`config.mk`:
```
export PLATFORM = sky130hd
export DESIGN_NAME = hog_pixel_unpacker_flat
export DESIGN_NICKNAME = d
export VERILOG_FILES = /design/src/rtl/hog_pkg.sv /design/src/rtl/hog_pixel_unpacker_if.sv /design/src/rtl/hog_frame_pos.sv /design/src/rtl/hog_pixel_unpacker.sv /design/src/flat_wrapper.sv
export SDC_FILE = /design/constraint.sdc
export NUM_CORES = 1
export LEC_CHECK = 0
export BUFFER_PORTS_ARGS = -buffer_cell sky130_fd_sc_hd__buf_2
export CAP_MARGIN = 25
export CORE_UTILIZATION = 55
export CTS_CLUSTER_DIAMETER = 80
export DETAILED_ROUTE_END_ITERATION = 10
export PLACE_DENSITY = 0.9
export SYNTH_ARGS = -nofsm -noshare
export SYNTH_HDL_FRONTEND = slang
export SYNTH_SLANG_ARGS = --single-unit
```
`constraint.sdc`:
```
create_clock -name ap_clk -period 4 [get_ports ap_clk]
set_clock_uncertainty 0.05 [all_clocks]
set_input_delay 0.8 -clock ap_clk [delete_from_list [all_inputs] [get_ports ap_clk]]
set_output_delay 0.8 -clock ap_clk [all_outputs]
set_load 0.02 [all_outputs]
```
`src/rtl/hog_pkg.sv`:
```
// Shared constants for the HOG pipeline: stream widths and default detection-window size.
package hog_pkg;
  localparam int PIX_W        = 8;
  localparam int XB_W         = 32;
  localparam int PIX_PER_WORD = XB_W / PIX_W;
  localparam int WIN_W        = 64;
  localparam int WIN_H        = 128;

  typedef logic [$clog2(PIX_PER_WORD)-1:0] byte_idx_t;

  function automatic logic [PIX_W-1:0] sel_pix(input logic [XB_W-1:0] word, input byte_idx_t idx);
    return word[idx*PIX_W +: PIX_W];
  endfunction
endpackage

```
`src/rtl/hog_pixel_unpacker_if.sv`:
```
// Host word stream in, tagged pixel stream out. The master modport is the unpacker's view.
interface hog_pixel_unpacker_if;
  import hog_pkg::*;

  logic [XB_W-1:0]  from_host_pix_tdata;
  logic             from_host_pix_tvalid;
  logic             from_host_pix_tready;
  logic [PIX_W-1:0] pix_tdata;
  logic             pix_tvalid;
  logic             pix_tready;
  logic             pix_tuser;
  logic             pix_tlast;

  modport master (
    input  from_host_pix_tdata, from_host_pix_tvalid, pix_tready,
    output from_host_pix_tready, pix_tdata, pix_tvalid, pix_tuser, pix_tlast
  );

  modport slave (
    output from_host_pix_tdata, from_host_pix_tvalid, pix_tready,
    input  from_host_pix_tready, pix_tdata, pix_tvalid, pix_tuser, pix_tlast
  );
endinterface

```
`src/rtl/hog_frame_pos.sv`:
```
// Raster x/y position tracker advancing on en; flags start-of-frame, end-of-line, end-of-frame
// for the pixel currently presented (before the advance).
module hog_frame_pos #(
  parameter int W = 64,
  parameter int H = 128
) (
  input  logic clk,
  input  logic rst,
  input  logic en,
  output logic sof,
  output logic eol,
  output logic eof
);
  localparam int XW = (W > 1) ? $clog2(W) : 1;
  localparam int YW = (H > 1) ? $clog2(H) : 1;
  localparam logic [XW-1:0] X_LAST = XW'(W - 1);
  localparam logic [YW-1:0] Y_LAST = YW'(H - 1);

  logic [XW-1:0] x_d, x_q;
  logic [YW-1:0] y_d, y_q;

  always_comb begin
    x_d = x_q;
    y_d = y_q;
    if (en) begin
      if (x_q == X_LAST) begin
        x_d = '0;
        y_d = (y_q == Y_LAST) ? '0 : y_q + 1'b1;
      end else begin
        x_d = x_q + 1'b1;
      end
    end
  end

  always_ff @(posedge clk) begin
    if (rst) begin
      x_q <= '0;
      y_q <= '0;
    end else begin
      x_q <= x_d;
      y_q <= y_d;
    end
  end

  assign sof = (x_q == '0) && (y_q == '0);
  assign eol = (x_q == X_LAST);
  assign eof = eol && (y_q == Y_LAST);
endmodule

```
`src/rtl/hog_pixel_unpacker.sv`:
```
// Splits 32-bit host words into four 8-bit pixels, one per cycle, tagged with SOF/EOL.
// A new word may load in the same cycle the last byte leaves, so a steady stream has no bubbles.
module hog_pixel_unpacker
  import hog_pkg::*;
#(
  parameter int IMG_WIDTH  = WIN_W,
  parameter int IMG_HEIGHT = WIN_H,
  parameter int CNT_W      = 16
) (
  input  logic               ap_clk,
  input  logic               quiesce,
  hog_pixel_unpacker_if.master bus,
  output logic               frame_done,
  output logic [CNT_W-1:0]   frame_count
);
  localparam byte_idx_t LAST_IDX = byte_idx_t'(PIX_PER_WORD - 1);

  logic [XB_W-1:0]  word_d, word_q;
  byte_idx_t        byte_idx_d, byte_idx_q;
  logic             full_d, full_q;
  logic             frame_done_d, frame_done_q;
  logic [CNT_W-1:0] frame_count_d, frame_count_q;

  logic out_fire, in_fire, in_rdy, last_byte;
  logic sof, eol, eof;

  assign last_byte = (byte_idx_q == LAST_IDX);
  assign out_fire  = full_q && bus.pix_tready;
  // Ready never looks at tvalid; quiesce masks it so nothing loads while in reset.
  assign in_rdy    = !quiesce && (!full_q || (bus.pix_tready && last_byte));
  assign in_fire   = bus.from_host_pix_tvalid && in_rdy;

  hog_frame_pos #(.W(IMG_WIDTH), .H(IMG_HEIGHT)) u_pos (
    .clk (ap_clk),
    .rst (quiesce),
    .en  (out_fire),
    .sof (sof),
    .eol (eol),
    .eof (eof)
  );

  always_comb begin
    word_d        = word_q;
    byte_idx_d    = byte_idx_q;
    full_d        = full_q;
    frame_done_d  = out_fire && eof;
    frame_count_d = frame_count_q + CNT_W'(frame_done_d);
    if (out_fire) begin
      if (last_byte) begin
        full_d     = 1'b0;
        byte_idx_d = '0;
      end else begin
        byte_idx_d = byte_idx_q + 1'b1;
      end
    end
    if (in_fire) begin
      word_d     = bus.from_host_pix_tdata;
      full_d     = 1'b1;
      byte_idx_d = '0;
    end
  end

  always_ff @(posedge ap_clk) begin
    if (quiesce) begin
      word_q        <= '0;
      byte_idx_q    <= '0;
      full_q        <= 1'b0;
      frame_done_q  <= 1'b0;
      frame_count_q <= '0;
    end else begin
      word_q        <= word_d;
      byte_idx_q    <= byte_idx_d;
      full_q        <= full_d;
      frame_done_q  <= frame_done_d;
      frame_count_q <= frame_count_d;
    end
  end

  assign bus.from_host_pix_tready = in_rdy;
  assign bus.pix_tvalid = full_q;
  assign bus.pix_tdata  = sel_pix(word_q, byte_idx_q);
  assign bus.pix_tuser  = full_q && sof;
  assign bus.pix_tlast  = full_q && eol;
  assign frame_done     = frame_done_q;
  assign frame_count    = frame_count_q;
endmodule

```
`src/flat_wrapper.sv`:
```
// flat-port wrapper written by rule: the top's interface ports become plain ports
module hog_pixel_unpacker_flat import hog_pkg::*;
#(
  parameter int IMG_WIDTH  = WIN_W,
  parameter int IMG_HEIGHT = WIN_H,
  parameter int CNT_W      = 16
)
  (ap_clk, quiesce, frame_done, frame_count, bus_from_host_pix_tdata, bus_from_host_pix_tvalid, bus_pix_tready, bus_from_host_pix_tready, bus_pix_tdata, bus_pix_tvalid, bus_pix_tuser, bus_pix_tlast);
  hog_pixel_unpacker_if bus_i ();
  input  logic ap_clk;
  input  logic quiesce;
  output logic frame_done;
  output logic [CNT_W-1:0] frame_count;
  input wire logic [$bits(bus_i.from_host_pix_tdata)-1:0] bus_from_host_pix_tdata;
  input wire logic [$bits(bus_i.from_host_pix_tvalid)-1:0] bus_from_host_pix_tvalid;
  input wire logic [$bits(bus_i.pix_tready)-1:0] bus_pix_tready;
  output wire logic [$bits(bus_i.from_host_pix_tready)-1:0] bus_from_host_pix_tready;
  output wire logic [$bits(bus_i.pix_tdata)-1:0] bus_pix_tdata;
  output wire logic [$bits(bus_i.pix_tvalid)-1:0] bus_pix_tvalid;
  output wire logic [$bits(bus_i.pix_tuser)-1:0] bus_pix_tuser;
  output wire logic [$bits(bus_i.pix_tlast)-1:0] bus_pix_tlast;
  assign bus_i.from_host_pix_tdata = bus_from_host_pix_tdata;
  assign bus_i.from_host_pix_tvalid = bus_from_host_pix_tvalid;
  assign bus_i.pix_tready = bus_pix_tready;
  assign bus_from_host_pix_tready = bus_i.from_host_pix_tready;
  assign bus_pix_tdata = bus_i.pix_tdata;
  assign bus_pix_tvalid = bus_i.pix_tvalid;
  assign bus_pix_tuser = bus_i.pix_tuser;
  assign bus_pix_tlast = bus_i.pix_tlast;
  hog_pixel_unpacker #(.IMG_WIDTH(IMG_WIDTH), .IMG_HEIGHT(IMG_HEIGHT), .CNT_W(CNT_W)) u_core (.ap_clk(ap_clk), .quiesce(quiesce), .bus(bus_i), .frame_done(frame_done), .frame_count(frame_count));
endmodule
```
* Word level (Yosys, flattened, before mapping) *
Index checks and enable logic that the tools add are counted.

operators by class
  add/sub/neg operators = 4
  eq/ne operators = 3
  shifts and indexed selects = 1
  multiplexer cells = 6
  reduce and logical (&&, ||, !) cells = 19

operators by type and width
  cell                                                           count
  32-bit by 6-bit indexed part select with 8-bit output          1
  16-bit by 1-bit adder with 16-bit output                       1
  1-bit logical AND                                              9
  7-bit by 1-bit adder with 7-bit output, second input constant  1
  7-bit == test, second input constant                           1
  7-bit zero test                                                1
  7-bit 2-to-1 mux                                               1
  6-bit by 1-bit adder with 6-bit output, second input constant  1
  6-bit == test, second input constant                           1
  6-bit zero test                                                1
  6-bit 2-to-1 mux                                               1
  2-bit AND reduction                                            2
  2-bit nonzero test                                             2
  1-bit 2-to-1 mux                                               3
  2-bit by 1-bit adder with 2-bit output, second input constant  1
  2-bit == test, second input constant                           1
  1-bit zero test                                                2
  2-bit 2-to-1 mux                                               1
  2-bit OR reduction                                             1
  1-bit logical OR                                               1

storage, ports and cells
  register bits = 65
  input port bits = 36
  output and inout bits = 29
  word-level logic and storage cells = 40

* Depth between registers and ports, before layout *
  depth after elaboration = 7
  mapped depth = 11
  gate-level depth less buffers = 10

* Cells and area by module *
A second synthesis with hierarchy kept.

second synthesis, totals
  cell total of the unflattened synthesis = 302
  area, all modules = 3,125.5 um^2

by module, submodules not included
  module              instances  cells an instance  area an instance (um^2)  seq. area each (um^2)
  hog_pixel_unpacker  1          216                2,401.1                  1,041.0
  hog_frame_pos       1          86                 724.4                    260.2

* Worst setup path after synthesis *
No wires, ideal clock.

  path kind = input to register
  start point = input bus_pix_tready
  end point = register u_core.frame_count_q[14], in the netlist u_core.frame_count[14]
  setup time = 71 ps
  arrival = 2,538 ps
  data required time = 3,879 ps
  slack = 1,342 ps
  cell stages on the path = 10
  buffers on the path = 1
  cell sequence = and2_1 buf_2 nand3_1 nor2_1 ha_1 ha_1 and2_1 nand3_2 or4_1 a21oi_1

between the ends
  cells in the longest elaborated chain, start to end = 3

ends and longest elaborated chain
  item                                      RTL line                  source
  start, declared                           flat_wrapper.sv:16        input wire logic [$bits(bus_i.pix_tready)-1:0] bus_pix_tready;
  1-bit logical AND                         hog_pixel_unpacker.sv:28  assign out_fire = full_q && bus.pix_tready;
  1-bit logical AND                         hog_pixel_unpacker.sv:46  frame_done_d = out_fire && eof;
  net u_core.frame_done_d                   hog_pixel_unpacker.sv:21  logic frame_done_d, frame_done_q;
  16-bit by 1-bit adder with 16-bit output  hog_pixel_unpacker.sv:47  frame_count_d = frame_count_q + CNT_W'(frame_done_d);
  end signal, assigned                      hog_pixel_unpacker.sv:75  frame_count_q <= frame_count_d;
  end, declared                             hog_pixel_unpacker.sv:22  logic [CNT_W-1:0] frame_count_d, frame_count_q;

The timed path passes the listed nets, and every way through them passes these cells.
A chain may end at the register's enable or synchronous reset.

* Worst setup path after layout *
  start point = register u_core.byte_idx_q[1]
  end point = output bus_pix_tdata[0]

between the ends
  cells in the longest elaborated chain, start to end = 1

ends and longest elaborated chain
  item                                                   RTL line                  source
  start, declared                                        hog_pixel_unpacker.sv:19  byte_idx_t byte_idx_d, byte_idx_q;
  start signal, assigned                                 hog_pixel_unpacker.sv:72  byte_idx_q <= byte_idx_d;
  32-bit by 6-bit indexed part select with 8-bit output  hog_pkg.sv:12             return word[idx*PIX_W +: PIX_W];
  end, declared                                          flat_wrapper.sv:18        output wire logic [$bits(bus_i.pix_tdata)-1:0] bus_pix_tdata;

No other way between the ends.

==> metrics.csv <==
stage;metric;value;unit
logic_synthesis;syn nets;374;
routing;Routed WL;5.771;mm
clocking;Post-CTS Setup Bufs;0;
layout;fillcell total;436;
place;Port Buffers;64;
sta;max-slew violation count;0;
routing;vias post-DR;2449;
place;DP HPWL;3.899;mm
sta;final hold violations;0;
logic_synthesis;ys flop type;dfxtp_1;
grt;grt total ovfl;0;
clocking;clock-pin transition on the worst setup and hold timing paths;0.07;ns
sta;Sum Neg Setup Slack;0;ns
setup_path;worst path cell trace;mux4_2, buf_2;
grt;vias in the first global route;2097;
logic_synthesis;EDFF count, synth;0;
sta;Final setup viols;0;
clocking;CTS tree;done;
setup_path;startpoint types;flop;
setup_path;CP Data Arrival Time;1.85;ns
setup_path;Critical Path Max Stage Delay;0.73;ns
routing;Iter 0 DRT Violations;178;
setup_path;data required time at the worst endpoint;3.15;ns
floorplanning;I/O pin count;65;
sta;RSZ-0062 raised after global routing;false;
floorplanning;chip height;74.48;um
clocking;Clk Tree Root Cell;clkbuf_8;
clocking;later-pin clock latency in the skew report;0.34;ns
layout;Register Area;0.001301;mm2
sta;slew margin rel.;56.52;%
sta;Peak Freq;370.3;MHz
grt;initial antenna violation count;0;
logic_synthesis;async set-reset flop share out of synthesis;0;%
clocking;Num CTS Buffers;9;
power;total power;1368;uW
worst_hold_path;HP Class;reg2reg;
floorplanning;# rows;26;
logic_synthesis;Yosys reg bits;65;
place;gpl congestion;0.7631;
setup_path;Setup crit end kind;output port;
logic_synthesis;Unique masters post-synth;43;
clocking;CTS sink count;65;
clocking;clk buf depth;2;
routing;DR WL/cell;12.49;um
grt;first-pass GRT wire length;9.177;mm
routing;vias per inst;5.301;
sta;minimum clock period;2.701;ns
power;Max IR drop VDD;0.3187;mV
setup_path;Critical-path top delay cell;dfxtp_1;
setup_path;Critical Path Fanout Max;10;
floorplanning;Initial Util;56.93;%
setup_path;delay-heaviest family, CP;flip-flops;
logic_synthesis;area of the mapped netlist;0.002889;mm2
logic_synthesis;post-synthesis sequential area ratio;45.04;%
logic_synthesis;YS warnings;0;
floorplanning;Core ar.;0.005075;mm2
clocking;cts-stage hold buffer count;0;
sta;Final Cycle Share;67.52;%
job;Max-Cap Viols;0;
layout;Syn-to-layout area delta;19.14;%
place;placed insts;445;
layout;n_diodes;0;
power;pwr dens;397.6;mW/mm2
place;placed instance area;0.003214;mm2
setup_path;crit path buf inv count;1;
layout;final instance area;0.003442;mm2
routing;post-route ant nets;0;
layout;Layout Nets;431;
logic_synthesis;Synth Instances;330;
routing;Pre-antenna DRT Iters;4;
layout;Multi-input gate area;0.001355;mm2
logic_synthesis;Syn Area/Cell;8.755;um2
routing;final routed DRC violation total;0;
clocking;# resized after CTS;0;
layout;fraction of layout instances using a drive strength above 1;23.47;%
setup_path;CP Class;reg2out;
grt;largest net degree at the start of global routing;65;
floorplanning;chip width;74.48;um
grt;global-route usage over all layers;22.68;%
layout;Finished Layout Cells;462;
run_status;status;finished clean;
power;P_leak;0.001525;uW
floorplanning;full die area;0.005547;mm2
clocking;number of H-tree levels;3;
sta;Worst Tran Pin Value;0.6513;ns
cells in the final DEF, fill, tap and decap left out, types with 2 or more instances in the layout:
| master | n |
|---|---|
| dfxtp_1 | 65 |
| or4_1 | 2 |
| o31ai_1 | 2 |
| mux4_2 | 8 |
| nor3_1 | 7 |
| and3_1 | 6 |
| nor4b_1 | 3 |
| ha_1 | 8 |
| clkbuf_1 | 2 |
| nor4_1 | 2 |
| and2_1 | 2 |
| or3_1 | 3 |
| xnor2_1 | 4 |
| nand4_1 | 10 |
| nor2b_1 | 2 |
| xor2_1 | 11 |
| and4_1 | 2 |
| nand2_1 | 17 |
| buf_2 | 64 |
| nor2_1 | 20 |
| a22oi_1 | 2 |
| a21oi_1 | 9 |
| clkbuf_8 | 12 |
| inv_1 | 37 |
| nand3_1 | 36 |
| o21ai_0 | 36 |
logic make-up after synthesis:
family                     share of synthesized area [%]
AOI/OAI and AO/OA                                  10.91
and+or+nand+nor                                    21.74
muxes                                              6.236
xor gates and xnor gates                           4.547
buffers and inverters                              8.055
DFF                                                45.04
adders and majority gates                          3.465
flip-flops by register name, indices dropped and copies added, names as in the netlist:
register and flops:
u_core.u_pos.x_q 6, u_core.frame_count 16, u_core.bus.pix_tvalid 1, u_core.byte_idx_q 2, u_core.frame_done 1, u_core.word_q 32, u_core.u_pos.y_q 7
cell type report:
| type | count | share of cell area (%) |
|---|---|---|
| Clock inverter | 2 | 1.018 |
| Clock buffer | 14 | 5.016 |
| Inverter | 38 | 4.144 |
| Multi-Input combinational cell | 207 | 39.37 |
| Sequential cell | 65 | 37.80 |
| Timing Repair Buffer | 66 | 10.11 |
| Tap cell | 70 | 2.545 |
cells in the mapped netlist (2+ instances only):
cell	n	share of area, %
clkbuf_1	5	0.65
mux4_2	8	6.2
xnor2_1	4	1.2
o31ai_1	2	0.52
or4_1	2	0.52
and2_1	2	0.43
nand2_1	17	2.2
nor4b_1	3	0.91
nand4_1	10	2.2
nand3_1	36	6.2
o21ai_0	36	6.2
nor2b_1	2	0.43
buf_1	5	0.65
xor2_1	11	3.3
nor2_1	20	2.6
or3_1	3	0.65
ha_1	8	3.5
a22oi_1	2	0.52
dfxtp_1	65	45
and4_1	2	0.61
nor4_1	2	0.43
and3_1	6	1.3
buf_2	9	1.6
inv_1	37	4.8
nor3_1	7	1.2
a21oi_1	9	1.6
worst paths after layout:
path | start | to | slack (ns) | depth (start not counted)
worst max-delay path | u_core.byte_idx_q[1] | bus_pix_tdata[0] | 1.30 | 2
worst min-delay path | u_core.word_q[31] | u_core.word_q[31] | 0.42 | 2
worst max register to register | u_core.u_pos.x_q[0] | u_core.frame_count[15] | 1.30 | 9
worst min register to register | u_core.word_q[31] | u_core.word_q[31] | 0.42 | 2
per-layer routing:
metal	GRT usage, %	up-vias	wire length, um	share of wire [%]
met1	27.87	1117	2682	46
met4	8.595	0	82	1.4
li1	-	1253	-	-
met2	36.24	70	2677	46
met3	8.537	9	328	5.7
met5	0	-	0	0
worst reg2reg max path, cell delays in order, from the launching register on:
cell     delay, ns
dfxtp_1       0.40
ha_1          0.21
and4_1        0.35
nand3_1       0.17
nor2_1        0.17
ha_1          0.18
nand3_1       0.29
nor4_1        0.50
nor3b_1       0.10
a21o_1        0.17
stage by stage:
step	hold slack (ns)	worst slack [ns]	util (%)
after global routing	0.4399	1.092	67.83
after global placement	0.3985	1.068	63.34
after detailed placement	0.4066	1.022	63.34
final	0.4157	1.299	67.83
after CTS	0.4218	1.295	67.43
after floorplan	0.3880	1.342	-
power breakdown:
group	internal, uW	switching, uW	leakage [uW]	total (uW)
Sequential	672	16.0	0.000530	688
Combinational	45.7	56.3	0.000889	102
Clock	339	240	0.000107	579
Note: power is estimated with default switching activity, not from simulation.
